--- config.mk ---
export PLATFORM = sky130hd
export DESIGN_NAME = fp_normalize
export DESIGN_NICKNAME = d
export VERILOG_FILES = /design/src/rtl/fp_normalize_pkg.sv /design/src/rtl/fp_norm_lzc.sv /design/src/rtl/fp_normalize.sv
export SDC_FILE = /design/constraint.sdc
export NUM_CORES = 1
export LEC_CHECK = 0
export CORE_MARGIN = 2
export CORE_UTILIZATION = 35
export CTS_CLUSTER_DIAMETER = 100
export DETAILED_ROUTE_END_ITERATION = 7
export MAX_ROUTING_LAYER = met4
export PLACE_DENSITY_LB_ADDON = 0.3
export SETUP_SLACK_MARGIN = 0.15
export SYNTH_ARGS = -nofsm -noshare
export SYNTH_HDL_FRONTEND = slang
export SYNTH_HIERARCHICAL = 1
export SYNTH_SLANG_ARGS = --single-unit
export TNS_END_PERCENT = 100
--- constraint.sdc ---
create_clock -name clk -period 5.9 [get_ports clk]
set_input_delay 0.885 -clock clk [delete_from_list [all_inputs] [get_ports clk]]
set_output_delay 0.885 -clock clk [all_outputs]
set_load 0.03 [all_outputs]
--- src/rtl/fp_normalize_pkg.sv ---
// Shared types for the float32 adder normalize stage: input record, output float,
// state encoding and optional status flags.
package fp_normalize_pkg;

  localparam logic [7:0] EXP_MAX    = 8'hFF;
  localparam int         MNT_HIDDEN = 23;

  typedef enum logic [1:0] {
    IDLE = 2'd0,
    NORM = 2'd1,
    DONE = 2'd2
  } Norm_state;

  // mnt[24] is the carry out of the operate stage, mnt[23] the hidden bit
  typedef struct packed {
    logic        sign;
    logic [7:0]  exp;
    logic [24:0] mnt;
    logic        op;
    logic        flip;
  } Align_in;

  typedef struct packed {
    logic        sign;
    logic [7:0]  exp;
    logic [22:0] frac;
  } Float32;

  typedef struct packed {
    logic overflow;
    logic zero;
    logic subnormal;
    logic nan_inf;
  } Norm_flags;

endpackage

--- src/rtl/fp_norm_lzc.sv ---
// Leading-zero counter over a 24-bit mantissa, saturating at SHIFT_STEP so the
// result is directly usable as a per-cycle shift amount.
module fp_norm_lzc #(
  parameter int SHIFT_STEP = 1
) (
  input  logic [23:0] mnt,
  output logic [2:0]  count
);

  // Only the top SHIFT_STEP bits matter; the rest are folded here so the port stays fully used
  logic unused_low;
  assign unused_low = ^mnt;

  always_comb begin
    count = 3'(SHIFT_STEP);
    for (int i = SHIFT_STEP - 1; i >= 0; i--) begin
      if (mnt[23 - i]) count = 3'(i);
    end
  end

endmodule

--- src/rtl/fp_normalize.sv ---
// Float32 adder final stage: iterative normalization with valid/ready on both sides.
// Optional status flags output is enabled with `define FP_NORM_FLAGS_EN.
module fp_normalize
  import fp_normalize_pkg::*;
#(
  parameter int SHIFT_STEP = 1
) (
  input  logic      clk,
  input  logic      rst,
  input  logic      in_valid,
  output logic      in_ready,
  input  Align_in   in_data,
  output logic      out_valid,
  input  logic      out_ready,
  output Float32    out_result
`ifdef FP_NORM_FLAGS_EN
  , output Norm_flags out_flags
`endif
);

  if (!(SHIFT_STEP == 1 || SHIFT_STEP == 2 || SHIFT_STEP == 4)) begin : g_bad_step
    $error("fp_normalize: SHIFT_STEP must be 1, 2 or 4");
  end

  Norm_state   state;
  logic        r_sign;
  logic [7:0]  r_exp;
  logic [24:0] r_mnt;
  Float32      result_q;

  logic [2:0]  lz;
  logic [2:0]  k;
  logic [7:0]  exp_m1;
  logic [7:0]  exp_inc;

  logic        is_naninf;
  logic        is_zero;
  logic        is_carry;
  logic        is_ovf;
  logic        is_norm;
  logic        is_sub;
  logic        finish;
  Float32      nxt_result;

  logic        unused_fields;
  assign unused_fields = ^{in_data.op, in_data.flip};

  fp_norm_lzc #(.SHIFT_STEP(SHIFT_STEP)) u_lzc (
    .mnt   (r_mnt[23:0]),
    .count (lz)
  );

  // Shift never takes the exponent below 1, so the decrement cannot wrap
  assign exp_m1  = r_exp - 8'd1;
  assign exp_inc = r_exp + 8'd1;
  assign k       = (exp_m1 < {5'd0, lz}) ? exp_m1[2:0] : lz;

  assign is_naninf = (r_exp == EXP_MAX);
  assign is_zero   = !is_naninf && (r_mnt == 25'd0);
  assign is_carry  = !is_naninf && !is_zero && r_mnt[24];
  assign is_ovf    = is_carry && (exp_inc == EXP_MAX);
  assign is_norm   = !is_naninf && !is_zero && !is_carry && r_mnt[MNT_HIDDEN];
  assign is_sub    = !is_naninf && !is_zero && !is_carry && !is_norm && (r_exp <= 8'd1);
  assign finish    = is_naninf || is_zero || is_carry || is_norm || is_sub;

  always_comb begin
    nxt_result = '0;
    if (is_naninf)     nxt_result = '{sign: r_sign, exp: EXP_MAX, frac: r_mnt[22:0]};
    else if (is_zero)  nxt_result = '0;
    else if (is_ovf)   nxt_result = '{sign: r_sign, exp: EXP_MAX, frac: 23'd0};
    else if (is_carry) nxt_result = '{sign: r_sign, exp: exp_inc, frac: r_mnt[23:1]};
    else if (is_norm)  nxt_result = '{sign: r_sign, exp: r_exp, frac: r_mnt[22:0]};
    else if (is_sub)   nxt_result = '{sign: r_sign, exp: 8'h00, frac: r_mnt[22:0]};
  end

  always_ff @(posedge clk) begin
    if (rst) begin
      state    <= IDLE;
      r_sign   <= 1'b0;
      r_exp    <= 8'd0;
      r_mnt    <= 25'd0;
      result_q <= '0;
    end else begin
      case (state)
        IDLE: begin
          if (in_valid) begin
            r_sign <= in_data.sign;
            r_exp  <= in_data.exp;
            r_mnt  <= in_data.mnt;
            state  <= NORM;
          end
        end
        NORM: begin
          if (finish) begin
            result_q <= nxt_result;
            state    <= DONE;
          end else begin
            r_mnt <= r_mnt << k;
            r_exp <= r_exp - {5'd0, k};
          end
        end
        DONE: begin
          if (out_ready) state <= IDLE;
        end
        default: state <= IDLE;
      endcase
    end
  end

`ifdef FP_NORM_FLAGS_EN
  Norm_flags flags_q;

  always_ff @(posedge clk) begin
    if (rst) begin
      flags_q <= '0;
    end else if (state == NORM && finish) begin
      flags_q <= '{overflow: is_ovf, zero: is_zero, subnormal: is_sub, nan_inf: is_naninf};
    end
  end

  assign out_flags = flags_q;
`endif

  assign in_ready   = (state == IDLE);
  assign out_valid  = (state == DONE);
  assign out_result = result_q;

endmodule

==> results.cfg <==
[place]
portBuffers = 71
dp_slack_ns = 0.999
placed_cells = 827
place_congestion = 0.972
hpwlAfterDp_um = 10700

[run]
drv_cap = 0

[clock_tree]
cts.clk_slew.worst_paths_ns = 0.07
clkLatencyLatePin_ns = 0.34
hold_buffers = 0
numCtsBuffers = 9
clockBufferDepth = 2
clock-sinks = 68
cts-root-buf = clkbuf_16
cts_setup_buffers = 0
cts_resized = 0
htreeDepth = 3
cts_tree = done

[worst_setup_path]
crit_fanout = 17
worstSetupPathType = register to register
crit_arrival_ns = 5.20
endpoint_kind = register
reg2regPathDepth = 18
critPathRequiredTime_ns = 6.15
reg2reg_slack_ns = 0.95
r2r-end = r_exp[6]
worstSetupStartpointType = register
reg2reg_from = r_exp[0]

[drt]
drt_iter0_markers = 616
via_per_inst = 6.19
wl_per_cell_um = 18.6
dr.pass1.iters = 6
num_vias = 5216
drc = 0
detail-route-antenna-nets = 0
drt_wl_total_um = 15700

[worst_hold_path]
hp-class = register to register
hold_end = out_result[25]
whs_path_depth = 2
worstHoldStart = out_result[25]

[layout]
layout_common_cells = clkdlybuf4s50_1 (71), dfxtp_1 (68), o21ai_0 (66)
final_cells = 843
area_growth_pct = 23.9
drive_gt1_share_pct = 7.90
diodes = 0
final_common_cell = clkdlybuf4s50_1
fin_nets = 714

[yosys]
avgSynthCellArea_sq_um = 7.33
synthArstFlopShare_pct = 0
ys_seq_area_share_pct = 29.7
synth_cell_types = 68
yosysTopAreaCell = dfxtp_1
synthTopCellsByArea = dfxtp_1 (30%), a221oi_1 (7.5%), o21ai_0 (7.2%)
ys_warn_count = 6
synth_top_cell_area_share_pct = 29.7
synth-edff-count = 0
synthCells = 625
synth_flop_cell = dfxtp_1
synth_area_sq_um = 4580
yosys_register_bits = 68

[outcome]
status = complete, no violations

[power]
power_density_nw_per_um2 = 401
netSwitchingFraction_pct = 45.3
internal_power_mw = 1.25
p_clk_share_pct = 25.2
pwr-share-comb_pct = 44.6
peakVddDrop_v = 0.000166
leakagePower_nw = 1.95
p_seq_share_pct = 30.3
power.switching_mw = 1.03

[timing]
relSlewSlack_pct = 12.2
rsz0062_at_grt = false
worst_slack_ns = 0.946
tightest_slew_ns = 1.32
min_period_over_period_pct = 84.0
finalSetupViolations = 0
finalHoldViolCount = 0
max_clock_freq_ghz = 0.202
post-route-min-period_ns = 4.95
slew_viol_final = 0
final.setup_skew_ns = 0.0106
setup_tns_ns = 0

[global_route]
grt_antenna_before_repair = 0
grt_pass1_wl_um = 25600
grt_max_degree = 42
grt_util_met1_pct = 31.6
grt_pass1_vias = 4880
grtUsageMet3_pct = 4.68
grt_use_met2_pct = 33.6
grt_overflow = 0
top_usage_layer = met2
grtUsageTotal_pct = 22.9

[die]
die-area_sq_um = 14000
io_pins = 74
coreArea_sq_um = 12700
start_util_pct = 36.0
die_h_um = 118
die-width_um = 118
fp-row-count = 41
## per-stage QoR
stage / hold WS, ns / util [%] / cell area [sq um] / power (mW)
final: 0.459 / 44.6 / 5680 / 2.28
after global routing: 0.500 / 44.6 / 5680 / 2.42
after CTS: 0.460 / 44.6 / 5680 / 2.26
after detailed placement: 0.452 / 42.2 / 5370 / 1.69
after global placement: 0.450 / 42.2 / 5370 / 1.67
after floorplan: 0.437 / - / 4580 / 1.38
## routing by layer
| metal | vias to the layer above | wire, um |
|---|---|---|
| met5 | - | 0 |
| met2 | 276 | 6800 |
| met1 | 2446 | 7130 |
| li1 | 2458 | - |
| met3 | 36 | 1430 |
| met4 | 0 | 348 |
## worst max-delay path, stage by stage, from the launching register on
cell and delay, ns:
dfxtp_1 0.55, inv_1 0.23, ha_1 0.40, inv_1 0.17, ha_1 0.25, a21boi_0 0.12, o21ai_0 0.37, o311ai_4 0.27
nor2_1 0.36, a21oi_2 0.31, inv_2 0.12, ha_1 0.19, inv_1 0.06, ha_1 0.23, nor4_1 0.28, a211oi_1 0.13
a2111oi_2 0.48, a211oi_1 0.09, a311oi_1 0.24
## flip-flops by register name (all words and copies together) (netlist names)
signal and cells:
r_mnt 25, state 2, r_exp 8, r_sign 1, out_result 32
## logic make-up after synthesis
| logic type | share of synthesized area, % |
|---|---|
| AO/OA/AOI/OAI | 36.1 |
| XOR/XNOR | 1.34 |
| adder cells (fa/ha/maj) | 2.19 |
| buffers and inverters | 6.04 |
| flip-flops | 29.7 |
| multiplexers | 1.42 |
| other | 0.0819 |
| AND/OR/NAND/NOR | 23.1 |
## power by group through the flow
stage,sequential (mW),combinational (mW),clock [mW]
3_3_place_gp,0.689,0.982,0
3_5_place_dp,0.691,0.996,0
5_1_grt,0.701,1.11,0.602
6_report,0.689,1.01,0.574
2_1_floorplan,0.681,0.696,0
4_1_cts,0.682,1.00,0.580
## cells in the mapped netlist (3+ instances only)
| cell type | number |
|---|---|
| o21ai_1 | 7 |
| and2_1 | 3 |
| clkbuf_1 | 38 |
| dfxtp_1 | 68 |
| a211oi_1 | 7 |
| ha_1 | 8 |
| mux2_2 | 4 |
| nor3_1 | 31 |
| buf_2 | 7 |
| nand3_1 | 39 |
| o31ai_1 | 3 |
| a21oi_1 | 52 |
| nor2b_1 | 3 |
| a221oi_1 | 39 |
| a32oi_1 | 4 |
| o211ai_1 | 4 |
| inv_1 | 16 |
| or3_1 | 7 |
| xor2_1 | 4 |
| nand2_1 | 56 |
| a21oi_2 | 3 |
| xnor2_1 | 3 |
| nor2_1 | 54 |
| a31oi_1 | 23 |
| nand4_1 | 3 |
| o21ai_0 | 66 |
| nand2b_1 | 4 |
| nor4_1 | 7 |
| a221o_1 | 3 |
| buf_4 | 4 |
| a22oi_1 | 5 |
| and3_1 | 5 |
## final cells by class
class / count / area, sq um
clock buffers: 9 / 225
flip-flops and latches: 68 / 1360
fillers: 1340 / 7050
multi-input cells: 491 / 2960
inverters: 17 / 63.8
clock inverters: 7 / 82.6
repair buffers: 79 / 771
well taps: 172 / 215
## worst max-delay path by stage
stage	from	end	slack (ns)	cells after the start
after floorplan	r_exp[0]	r_exp[4]	1.50	20
after global placement	r_exp[0]	r_exp[6]	1.11	18
after detailed placement	r_exp[0]	r_exp[6]	1.0	18
after CTS	r_exp[0]	r_exp[6]	0.98	18
after global routing	r_exp[0]	r_exp[6]	0.48	18
final	r_exp[0]	r_exp[6]	0.95	18
No activity file was read; power rests on OpenSTA's default activity.
